### config.mk
export PLATFORM = sky130hd
export DESIGN_NAME = alarm_timer
export DESIGN_NICKNAME = d
export VERILOG_FILES = /design/src/rtl/alarm_timer.sv
export SDC_FILE = /design/constraint.sdc
export NUM_CORES = 1
export LEC_CHECK = 0
export ABC_CLOCK_PERIOD_IN_PS = 4700
export CAP_MARGIN = 40
export CORE_AREA = 2 2 87 89
export DETAILED_ROUTE_END_ITERATION = 10
export DIE_AREA = 0 0 89 91
export GPL_TIMING_DRIVEN = 0
export PLACE_DENSITY = 0.62
export SLEW_MARGIN = 25
export SYNTH_ARGS = -nofsm -noshare
export SYNTH_HDL_FRONTEND = slang
export SYNTH_SLANG_ARGS = --single-unit
### constraint.sdc
create_clock -name clk -period 4.7 [get_ports clk]
set_input_delay 0.47 -clock clk [delete_from_list [all_inputs] [get_ports clk]]
set_output_delay 0.47 -clock clk [all_outputs]
set_load 0.02 [all_outputs]
### src/rtl/alarm_timer.sv
// alarm_timer: countdown timer with four programmable intervals for the car-alarm FSM.
//
// Parameters : CLK_HZ clock cycles per one-second tick; T_*_DEFAULT reset values of
//              intervals 00 (arm), 01 (driver), 10 (passenger), 11 (alarm-on).
// Ports      : clk, reset_n (async, active low)
//              start_timer/interval        - load selected interval and (re)start
//              reprogram/time_parameter_selector/time_value - write an interval register
//              expired       - level, set at end of countdown until next start/reset
//              running       - countdown in progress
//              seconds_left  - remaining seconds (for the hex display)
//              one_hz_enable - one-cycle pulse per second tick while counting
// Build      : define ALARM_TIMER_ZERO_GUARD_EN to store 0-second intervals as 1.
module alarm_timer #(
    parameter int CLK_HZ              = 27000000,
    parameter int T_ARM_DEFAULT       = 6,
    parameter int T_DRIVER_DEFAULT    = 8,
    parameter int T_PASSENGER_DEFAULT = 15,
    parameter int T_ALARM_DEFAULT     = 10
) (
    input  logic       clk,
    input  logic       reset_n,
    input  logic       start_timer,
    input  logic [1:0] interval,
    input  logic       reprogram,
    input  logic [1:0] time_parameter_selector,
    input  logic [3:0] time_value,
    output logic       expired,
    output logic       running,
    output logic [3:0] seconds_left,
    output logic       one_hz_enable
);
    localparam int DW = (CLK_HZ > 1) ? $clog2(CLK_HZ) : 1;
    localparam logic [DW-1:0] DIV_MAX = DW'(CLK_HZ - 1);

    typedef enum logic {IDLE, COUNT} state_t;

    state_t        state_q, state_d;
    logic [3:0]    regs_q [4];
    logic [3:0]    regs_d [4];
    logic [DW-1:0] div_q, div_d;
    logic [3:0]    secs_q, secs_d;
    logic          expired_q, expired_d;
    logic          zero_pend_q, zero_pend_d;
    logic          tick_q, tick_d;
    logic [3:0]    wr_value, load_value;
    logic          tick;

    function automatic logic [3:0] guard(input logic [3:0] v);
`ifdef ALARM_TIMER_ZERO_GUARD_EN
        return (v == 4'd0) ? 4'd1 : v;
`else
        return v;
`endif
    endfunction

    always_comb begin
        wr_value    = guard(time_value);
        // write-through: a same-edge write to the started interval is loaded directly
        load_value  = (reprogram && time_parameter_selector == interval) ? wr_value : regs_q[interval];
        tick        = (state_q == COUNT) && (div_q == DIV_MAX);
        regs_d      = regs_q;
        state_d     = state_q;
        div_d       = div_q;
        secs_d      = secs_q;
        // a zero-length load expires one edge after its start
        expired_d   = expired_q | zero_pend_q;
        zero_pend_d = 1'b0;
        tick_d      = tick && !start_timer;
        if (reprogram)
            regs_d[time_parameter_selector] = wr_value;
        if (start_timer) begin
            secs_d      = load_value;
            div_d       = '0;
            expired_d   = 1'b0;
            zero_pend_d = (load_value == 4'd0);
            state_d     = (load_value != 4'd0) ? COUNT : IDLE;
        end else if (state_q == COUNT) begin
            div_d = tick ? '0 : div_q + DW'(1);
            if (tick) begin
                secs_d = secs_q - 4'd1;
                if (secs_q == 4'd1) begin
                    state_d   = IDLE;
                    expired_d = 1'b1;
                end
            end
        end
    end

    always_ff @(posedge clk or negedge reset_n) begin
        if (!reset_n) begin
            state_q     <= IDLE;
            regs_q[0]   <= guard(4'(T_ARM_DEFAULT));
            regs_q[1]   <= guard(4'(T_DRIVER_DEFAULT));
            regs_q[2]   <= guard(4'(T_PASSENGER_DEFAULT));
            regs_q[3]   <= guard(4'(T_ALARM_DEFAULT));
            div_q       <= '0;
            secs_q      <= 4'd0;
            expired_q   <= 1'b0;
            zero_pend_q <= 1'b0;
            tick_q      <= 1'b0;
        end else begin
            state_q     <= state_d;
            regs_q      <= regs_d;
            div_q       <= div_d;
            secs_q      <= secs_d;
            expired_q   <= expired_d;
            zero_pend_q <= zero_pend_d;
            tick_q      <= tick_d;
        end
    end

    assign expired       = expired_q;
    assign running       = (state_q == COUNT);
    assign seconds_left  = secs_q;
    assign one_hz_enable = tick_q;
endmodule

* Word level (Yosys, flattened, before mapping)
Index checks and enable logic that the tools add are counted.
Cells by class: equality and inequality tests 3, reduce and logical (&&, ||, !) cells 10, mux-type cells 23, bitwise gates (word level) 3, magnitude comparators 3, add/subtract/negate cells 2
Operators by type and width (count):
- 25-bit two-way mux | 3
- 4-bit two-way mux | 7
- 25-bit by 1-bit adder with 25-bit output, second input constant | 1
- 25-bit equality test, second input constant | 1
- 16-bit bitwise mux | 1
- 1-bit two-way mux | 10
- 4-bit binary-select mux with 2-bit select | 1
- 4-bit demux with 2-bit select | 1
- 3-bit greater-or-equal comparator, second input constant | 2
- 2-bit inverter with 3-bit output | 2
- 4-bit by 1-bit equality test with 1-bit output, second input constant | 1
- 1-bit logical AND | 4
- 4-bit logical NOT | 1
- 2-bit nonzero test | 2
- 4-bit nonzero test | 1
- 4-bit by 1-bit subtractor with 4-bit output, second input constant | 1
- 3-bit by 1-bit < comparator with 1-bit output, second input constant | 1
- 2-bit equality test | 1
- 2-bit AND reduction | 1
- 1-bit logical NOT | 1
- 1-bit OR | 1
Word-level totals: input port bits 12, bits in registers 49, word-level logic and storage cells 54, output and inout bits 7

* Depth between registers and ports, before layout
Gate-level depths: netlist of the first run.
word-level depth 8, mapped depth 7, mapped depth without buffers 6

* Worst setup path before layout of the first run
Ideal clock, no wire load.
path kind flip-flop to flip-flop, start point register div_q[21], end point register secs_q[3], in the netlist seconds_left[3], arrival time 1.811 ns, cell stages (with the launch flop) 6, setup time 0.121 ns, setup slack 2.768 ns, data required time 4.579 ns, path buffers 0, clock period less this slack 1.932 ns, path through dfrtp_1 -> or4_4 -> nor4_4 -> nand2_4 -> a21o_1 -> a22o_1
On the way: longest elaborated chain between the ends 4
Ends and longest elaborated chain:
- start, declared | line 40 | logic [DW-1:0] div_q, div_d;
- start signal, assigned | line 104 | div_q <= div_d;
- 25-bit equality test | line 60 | tick = (state_q == COUNT) && (div_q == DIV_MAX);
- 1-bit logical AND | line 60
- 2-bit nonzero test (no line)
- 2-bit AND reduction (no line)
- end signal, assigned | line 105 | secs_q <= secs_d;
- end, declared | line 41 | logic [3:0] secs_q, secs_d;
No other way between the ends. A chain may end at the register's enable or synchronous reset.

* Final worst setup path of the first run
start point input interval[1], end point register state_q, in the netlist running
On the way: longest elaborated chain between the ends 8, elaborated cells between the ends (all ways) 10, classes of those cells eq/ne: 1; mux: 6; bitwise: 1; reduce/logical: 2
Ends and longest elaborated chain:
- start, declared | line 23 | input logic [1:0] interval,
- 2-bit inverter with 3-bit output (implied by the code) | line 59 | load_value = (reprogram && time_parameter_selector == interval) ? wr_value : regs_q[interval];
- 4-bit binary-select mux with 2-bit select | line 59
- 4-bit two-way mux (implied by the code) (2 in a row) | line 59
- 4-bit two-way mux (*) | line 59
- 4-bit nonzero test (*) | line 76 | state_d = (load_value != 4'd0) ? COUNT : IDLE;
- 1-bit two-way mux (*) | line 76
- 1-bit two-way mux (*) | line 71 | if (start_timer) begin
- net state_d | line 37 | state_t state_q, state_d;
- end signal, assigned | line 102 | state_q <= state_d;
- end, declared | line 37
The timed path passes the listed nets; every way through them passes the cells marked *. The select of a mux whose other input is x is not followed.

==> results.sh, run 1 <==
export IMPL_status="finished clean"
export IMPL_synth_seq_area_share_pct=49.2
export IMPL_clk_latency_ns=0.31
export IMPL_syn_nets=238
export IMPL_nNetsFinal=262
export IMPL_worst_hold_slack_ns=0.166
export IMPL_gr_usage_met2_pct=20.0
export IMPL_n_antenna_cell=0
export IMPL_use_met3_pct=3.36
export IMPL_worst_pin_slew_ns=0.758
export IMPL_wl_per_cell_um=14.2
export IMPL_cts_hold_buf=0
export IMPL_numCtsBuffers=5
export IMPL_p_leak_nw=1.20
export IMPL_worstSetupPathType="input port to flop"
export IMPL_antenna_left=0
export IMPL_register_area_mm2=0.00124
export IMPL_drive_above_1_share_pct=21.8
export IMPL_drt_pre_antenna_iters=4
export IMPL_cts_sinks=49
export IMPL_critPathLaunchType="input port"
export IMPL_tritoncts="built"
export IMPL_hp_class="input port to asynchronous set/reset pin"
export IMPL_ir_drop_mv=0.112
export IMPL_setup_violations=0
export IMPL_synth_edf_count=0
export IMPL_clk_path_buf_depth=2
export IMPL_grt_most_used_layer="met1"
export IMPL_power_density_mw_per_mm2=335
export IMPL_cp_end_kind="flop"
export IMPL_root_buffer="clkbuf_8"
export IMPL_drcViolationCount=0
export IMPL_viasPerCell=4.93
export IMPL_die_area_mm2=0.00810
export IMPL_hold_viol=0
export IMPL_grt_use_total_pct=13.8
export IMPL_rsz0062_at_grt="no"
export IMPL_grt_antenna_before_repair=0
export IMPL_met1_usage_pct=20.2
export IMPL_coreArea_mm2=0.00714
export IMPL_cap_violations=0
export IMPL_yosys_warnings=0
export IMPL_min_period_ns=2.14
export IMPL_synth_cells=223
export IMPL_grt_pass1_wl_um=8660
export IMPL_pre_cts_ws_ns=2.22
export IMPL_period_share_pct=45.5
export IMPL_cts_resized=0
export IMPL_syn_area_per_cell_um2=11.3
export IMPL_synth_ff_type="dfrtp_1"
export IMPL_slew_headroom_pct=49.4
export IMPL_crit_arrival_ns=2.33
export IMPL_die_y_um=91
export IMPL_gp_congestion=0.727
export IMPL_ys_types=42
export IMPL_die_w_um=89
export IMPL_fillers=683
export IMPL_drtIter0Drc=104
export IMPL_grt_remaining_overflow=0
export IMPL_synth_area_mm2=0.00251
export IMPL_port_buffers=17
export IMPL_routed_wl_um=4910
export IMPL_pin_count=19
export IMPL_ys_ff_latch=49
export IMPL_max_freq_mhz=468
export IMPL_cts_htree_levels=2
export IMPL_fin_tns_setup_ns=0
export IMPL_postCtsSetupBuffers=0
export IMPL_worst_slack_ns=2.56
export IMPL_grt_max_degree=50
export IMPL_skew_ns=0.0114
export IMPL_routed_via_count=1710
export IMPL_multi_input_area_mm2=0.00120
export IMPL_cp_required_ns=4.89
export IMPL_synthArstFlopShare_pct=100
export IMPL_slew_viol_final=0
export IMPL_rows=31
export IMPL_clk_pin_slew_ns=0.10
export IMPL_area_growth_pct=16.4
export IMPL_hpwl_um=3480
export IMPL_path_max_fanout=5
export IMPL_grt_pass1_vias=1737
export IMPL_initial_core_util_pct=35.2
==> worst paths after layout <==
path,to,depth (start not counted),slack [ns],from
min in group clk,regs_q[15],1,0.51,regs_q[15]
min,regs_q[15],1,0.17,reset_n
max reg2reg,div_q[4],6,2.59,div_q[21]
max,running,6,2.56,interval[1]
min reg2reg,regs_q[15],1,0.51,regs_q[15]
max in group asynchronous,seconds_left[1],1,4.10,reset_n
==> cell usage after synthesis, types with 2 or more instances <==
library cell	n	area [um2]
nand2b_1	2	12.5
ha_1	3	37.5
nor3b_1	2	15.0
and3_1	4	25.0
nand2_1	10	37.5
dfstp_2	9	236
nand4_1	10	62.6
nor3_1	7	35.0
and3_2	2	15.0
and4_1	3	26.3
nor2_1	29	109
o21ai_0	2	10.0
mux2_2	19	214
a21oi_1	4	20.0
or2_2	2	12.5
nand3_1	14	70.1
xor2_1	16	140
dfrtp_1	40	1000
inv_1	5	18.8
xnor2_1	12	105
buf_6	3	33.8
mux4_2	3	67.6
nand3b_1	3	22.5
==> per-layer routing <==
layer	part of all wire [%]	wire length [um]
met2	46	2280
met4	1.6	77
met3	3.3	163
met1	49	2390
met5	0	0
==> critical path, cell delays in order <==
cell and delay (ns):
clkdlybuf4s50_1 0.62, xnor2_1 0.19, nand3_1 0.24, mux2_2 0.35
nor4_1 0.38, nor2_1 0.09
==> cell usage in the layout (no fill, tap or decap), types with 3 or more instances in the layout <==
master,n
dfrtp_1,40
nor2_1,29
mux2_2,19
xor2_1,16
clkdlybuf4s50_1,16
nand3_1,14
xnor2_1,12
nand4_1,10
nand2_1,10
dfstp_2,9
clkbuf_8,7
nor3_1,7
inv_1,5
a21oi_1,4
and3_1,4
buf_6,3
mux4_2,3
and4_1,3
nand3b_1,3
ha_1,3
==> sequential cells by signal, indices dropped and copies added (netlist names) <==
register,flops
div_q,25
expired,1
one_hz_enable,1
regs_q,16
running,1
seconds_left,4
zero_pend_q,1
==> power by group <==
part / internal, mW / switching (mW) / total, mW / leakage [nW]
combinational: 0.0894 / 0.0751 / 0.165 / 0.524
clock: 0.173 / 0.143 / 0.316 / 0.0574
sequential: 0.473 / 0.0278 / 0.501 / 0.623
==> through the flow <==
step / power [mW] / utilization (%) / std cells / area, um2
after global placement: 0.672 / 39.4 / 339 / 2810
final: 0.982 / 41.0 / 347 / 2930
after detailed placement: 0.676 / 39.3 / 339 / 2810
after global routing: 1.03 / 41.0 / 347 / 2930
after floorplan: 0.611 / - / 223 / 2510
after CTS: 0.992 / 41.0 / 347 / 2930
==> cell families after synthesis <==
logic type / synth area share, %
XOR/XNOR: 9.75
AND/OR/NAND/NOR: 21.1
buffers and inverters: 2.98
flip-flops: 49.2
adder cells (fa/ha/maj): 1.49
multiplexers: 12.2
AO/OA/AOI/OAI: 3.18
==> layout make-up <==
cell class                 instances  share of cell area (%)
sequential                        49                    42.3
inverter                           5                   0.641
tap                               99                    4.23
timing repair buffer              17                    5.73
multi-input combinational        163                    41.1
clock buffer                       6                    2.82
buffer                             6                    1.92
clock inverter                     2                    1.28
Note: power is estimated with default switching activity, not from simulation.
==> inputs of run 2 (changes only) <==
ABC_CLOCK_PERIOD_IN_PS = 2100   (was 4700)
clock period = 2.1 ns   (was 4.7 ns; I/O delays follow)
==> run 2 against run 1 <==
Compared with the run above:
- combinational power increased by 120%
- total power grew 120%
- non-clock buffer count is 1 higher
- register-to-register slack worse by 2.5 ns
- routed wire length up 0.16%
- global-route usage unchanged
- sequential share of layout area fell by 0.25 points
- cell area increased by 0.60%
- largest cell class unchanged
==> results.sh, run 2 (synthesis results as in run 1) <==
export IMPL_routed_via_count=1724
export IMPL_coreArea_mm2=0.00714
export IMPL_clk_latency_ns=0.31
export IMPL_crit_arrival_ns=2.22
export IMPL_skew_ns=0.0129
export IMPL_clk_pin_slew_ns=0.10
export IMPL_worst_pin_slew_ns=0.753
export IMPL_slew_headroom_pct=49.7
export IMPL_setup_violations=0
export IMPL_r2r_slack_ns=0.08
export IMPL_cp_cell_sequence="or4_4, nor4_4, nand2_4, a21o_1, a22o_1"
export IMPL_critPathLaunchType="flop"
export IMPL_wl_per_cell_um=14.1
export IMPL_root_buffer="clkbuf_8"
export IMPL_final_util_pct=41.3
export IMPL_dpl_instance_area_mm2=0.00281
export IMPL_cp_end_kind="flop"
export IMPL_gp_congestion=0.727
export IMPL_numCtsBuffers=5
export IMPL_area_growth_pct=17.1
export IMPL_r2r_cells=5
export IMPL_worst_slack_ns=0.0789
export IMPL_cpPeakStageDelay_ns=0.56
export IMPL_cts_htree_levels=2
export IMPL_routed_wl_um=4920
export IMPL_fillers=684
export IMPL_cts_sinks=49
export IMPL_drive_above_1_share_pct=22.5
export IMPL_final_common_cell="dfrtp_1"
export IMPL_die_w_um=89
export IMPL_final_cell_mix="40 x dfrtp_1, 29 x nor2_1, 19 x mux2_2"
export IMPL_register_area_mm2=0.00124
export IMPL_design_power_total_mw=2.20
export IMPL_grt_remaining_overflow=0
export IMPL_p_leak_nw=1.21
export IMPL_r2r_start="div_q[21]"
export IMPL_critPathTopFamily="simple AND/OR/NAND/NOR gates"
export IMPL_nNetsFinal=263
export IMPL_rsz0062_at_grt="no"
export IMPL_slowest_stage="or4_4"
export IMPL_port_buffers=17
export IMPL_largest_reg_flops=25
export IMPL_hp_class="input port to asynchronous set/reset pin"
export IMPL_pre_cts_ws_ns=-0.119
export IMPL_pin_count=19
export IMPL_status="finished clean"
export IMPL_tritoncts="built"
export IMPL_worstSetupPathType="flop to flop"
export IMPL_slew_viol_final=0
export IMPL_drcViolationCount=0
export IMPL_hpwl_um=3480
export IMPL_viasPerCell=4.95
export IMPL_antenna_left=0
export IMPL_period_share_pct=96.2
export IMPL_multi_input_area_mm2=0.00121
export IMPL_hold_viol=0
export IMPL_clk_path_buf_depth=2
export IMPL_grt_pass1_wl_um=8660
export IMPL_rows=31
export IMPL_max_freq_mhz=495
export IMPL_grt_max_degree=50
export IMPL_timing_rr_end="seconds_left[3]"
export IMPL_path_max_fanout=7
export IMPL_critPathBufInv=0
export IMPL_n_antenna_cell=0
export IMPL_drt_pre_antenna_iters=4
export IMPL_cap_violations=0
export IMPL_die_area_mm2=0.00810
export IMPL_grt_use_total_pct=13.8
export IMPL_cp_required_ns=2.30
export IMPL_ir_drop_mv=0.250
export IMPL_fin_area_mm2=0.00294
export IMPL_die_y_um=91
export IMPL_drtIter0Drc=93
export IMPL_grt_antenna_before_repair=0
export IMPL_regMostFlops="div_q"
export IMPL_grt_pass1_vias=1739
export IMPL_initial_core_util_pct=35.2
export IMPL_min_period_ns=2.02
export IMPL_power_density_mw_per_mm2=748
run 2: cell count changes in the layout (fill, tap and decap cells not counted):
cell	previous run	this run
nor3_1	7	6
nor3_2	0	1
nand2_2	0	1
nand2_1	10	9
dlygate4sd3_1	0	1
run 2: metal layers:
metal / part of all wire (%) / GRT usage (%)
met2: 46 / 19.8
met4: 1.6 / 4.60
met3: 2.7 / 3.36
met1: 50 / 20.3
met5: 0 / 0
run 2: stage by stage:
step                cells  hold WS (ns)  setup TNS (ns)
CTS                   348         0.487               0
global placement      339         0.484          -24.11
global route          348         0.527               0
finish                348         0.458               0
detailed placement    339         0.274          -0.253
floorplan             223       -0.0856               0
run 2: layout make-up:
class	instances	share of cell area, %
Buffer	6	1.91
Clock buffer	6	2.80
Clock inverter	2	1.27
Inverter	5	0.637
Multi-Input combinational cell	163	41.1
Sequential cell	49	42.0
Tap cell	99	4.21
Timing Repair Buffer	18	6.03
run 2: power breakdown:
part	total (mW)	internal (mW)	switching, mW
Clock	0.710	0.388	0.322
Combinational	0.370	0.202	0.169
Sequential	1.12	1.06	0.0622
run 2: worst max-delay path by stage:
stage | startpoint | endpoint | slack, ns | cells after the start
after CTS | div_q[21] | seconds_left[3] | 0.02 | 5
after floorplan | div_q[21] | seconds_left[3] | 0.17 | 5
final | div_q[21] | seconds_left[3] | 0.08 | 5
after global routing | div_q[21] | seconds_left[3] | 0.007 | 5
after global placement | reset_n | div_q[13] | -0.58 | 1
after detailed placement | interval[1] | running | -0.12 | 6
run 2: what timing repair did:
item | in CTS | in global routing
pin swaps | 0 | 1
hold buffers | 1 | 0
setup endpoints to repair | 20 | 22
hold endpoints to repair | 40 | 0
resized for setup | 1 | 1
setup buffers | 0 | 0
==> inputs of run 3 (changes only) <==
CTS_BUF_LIST = sky130_fd_sc_hd__clkbuf_4 sky130_fd_sc_hd__clkbuf_8   (was unset)
==> results of run 3 <==
The final DEF is identical to that of run 2; final timing and power are the same.
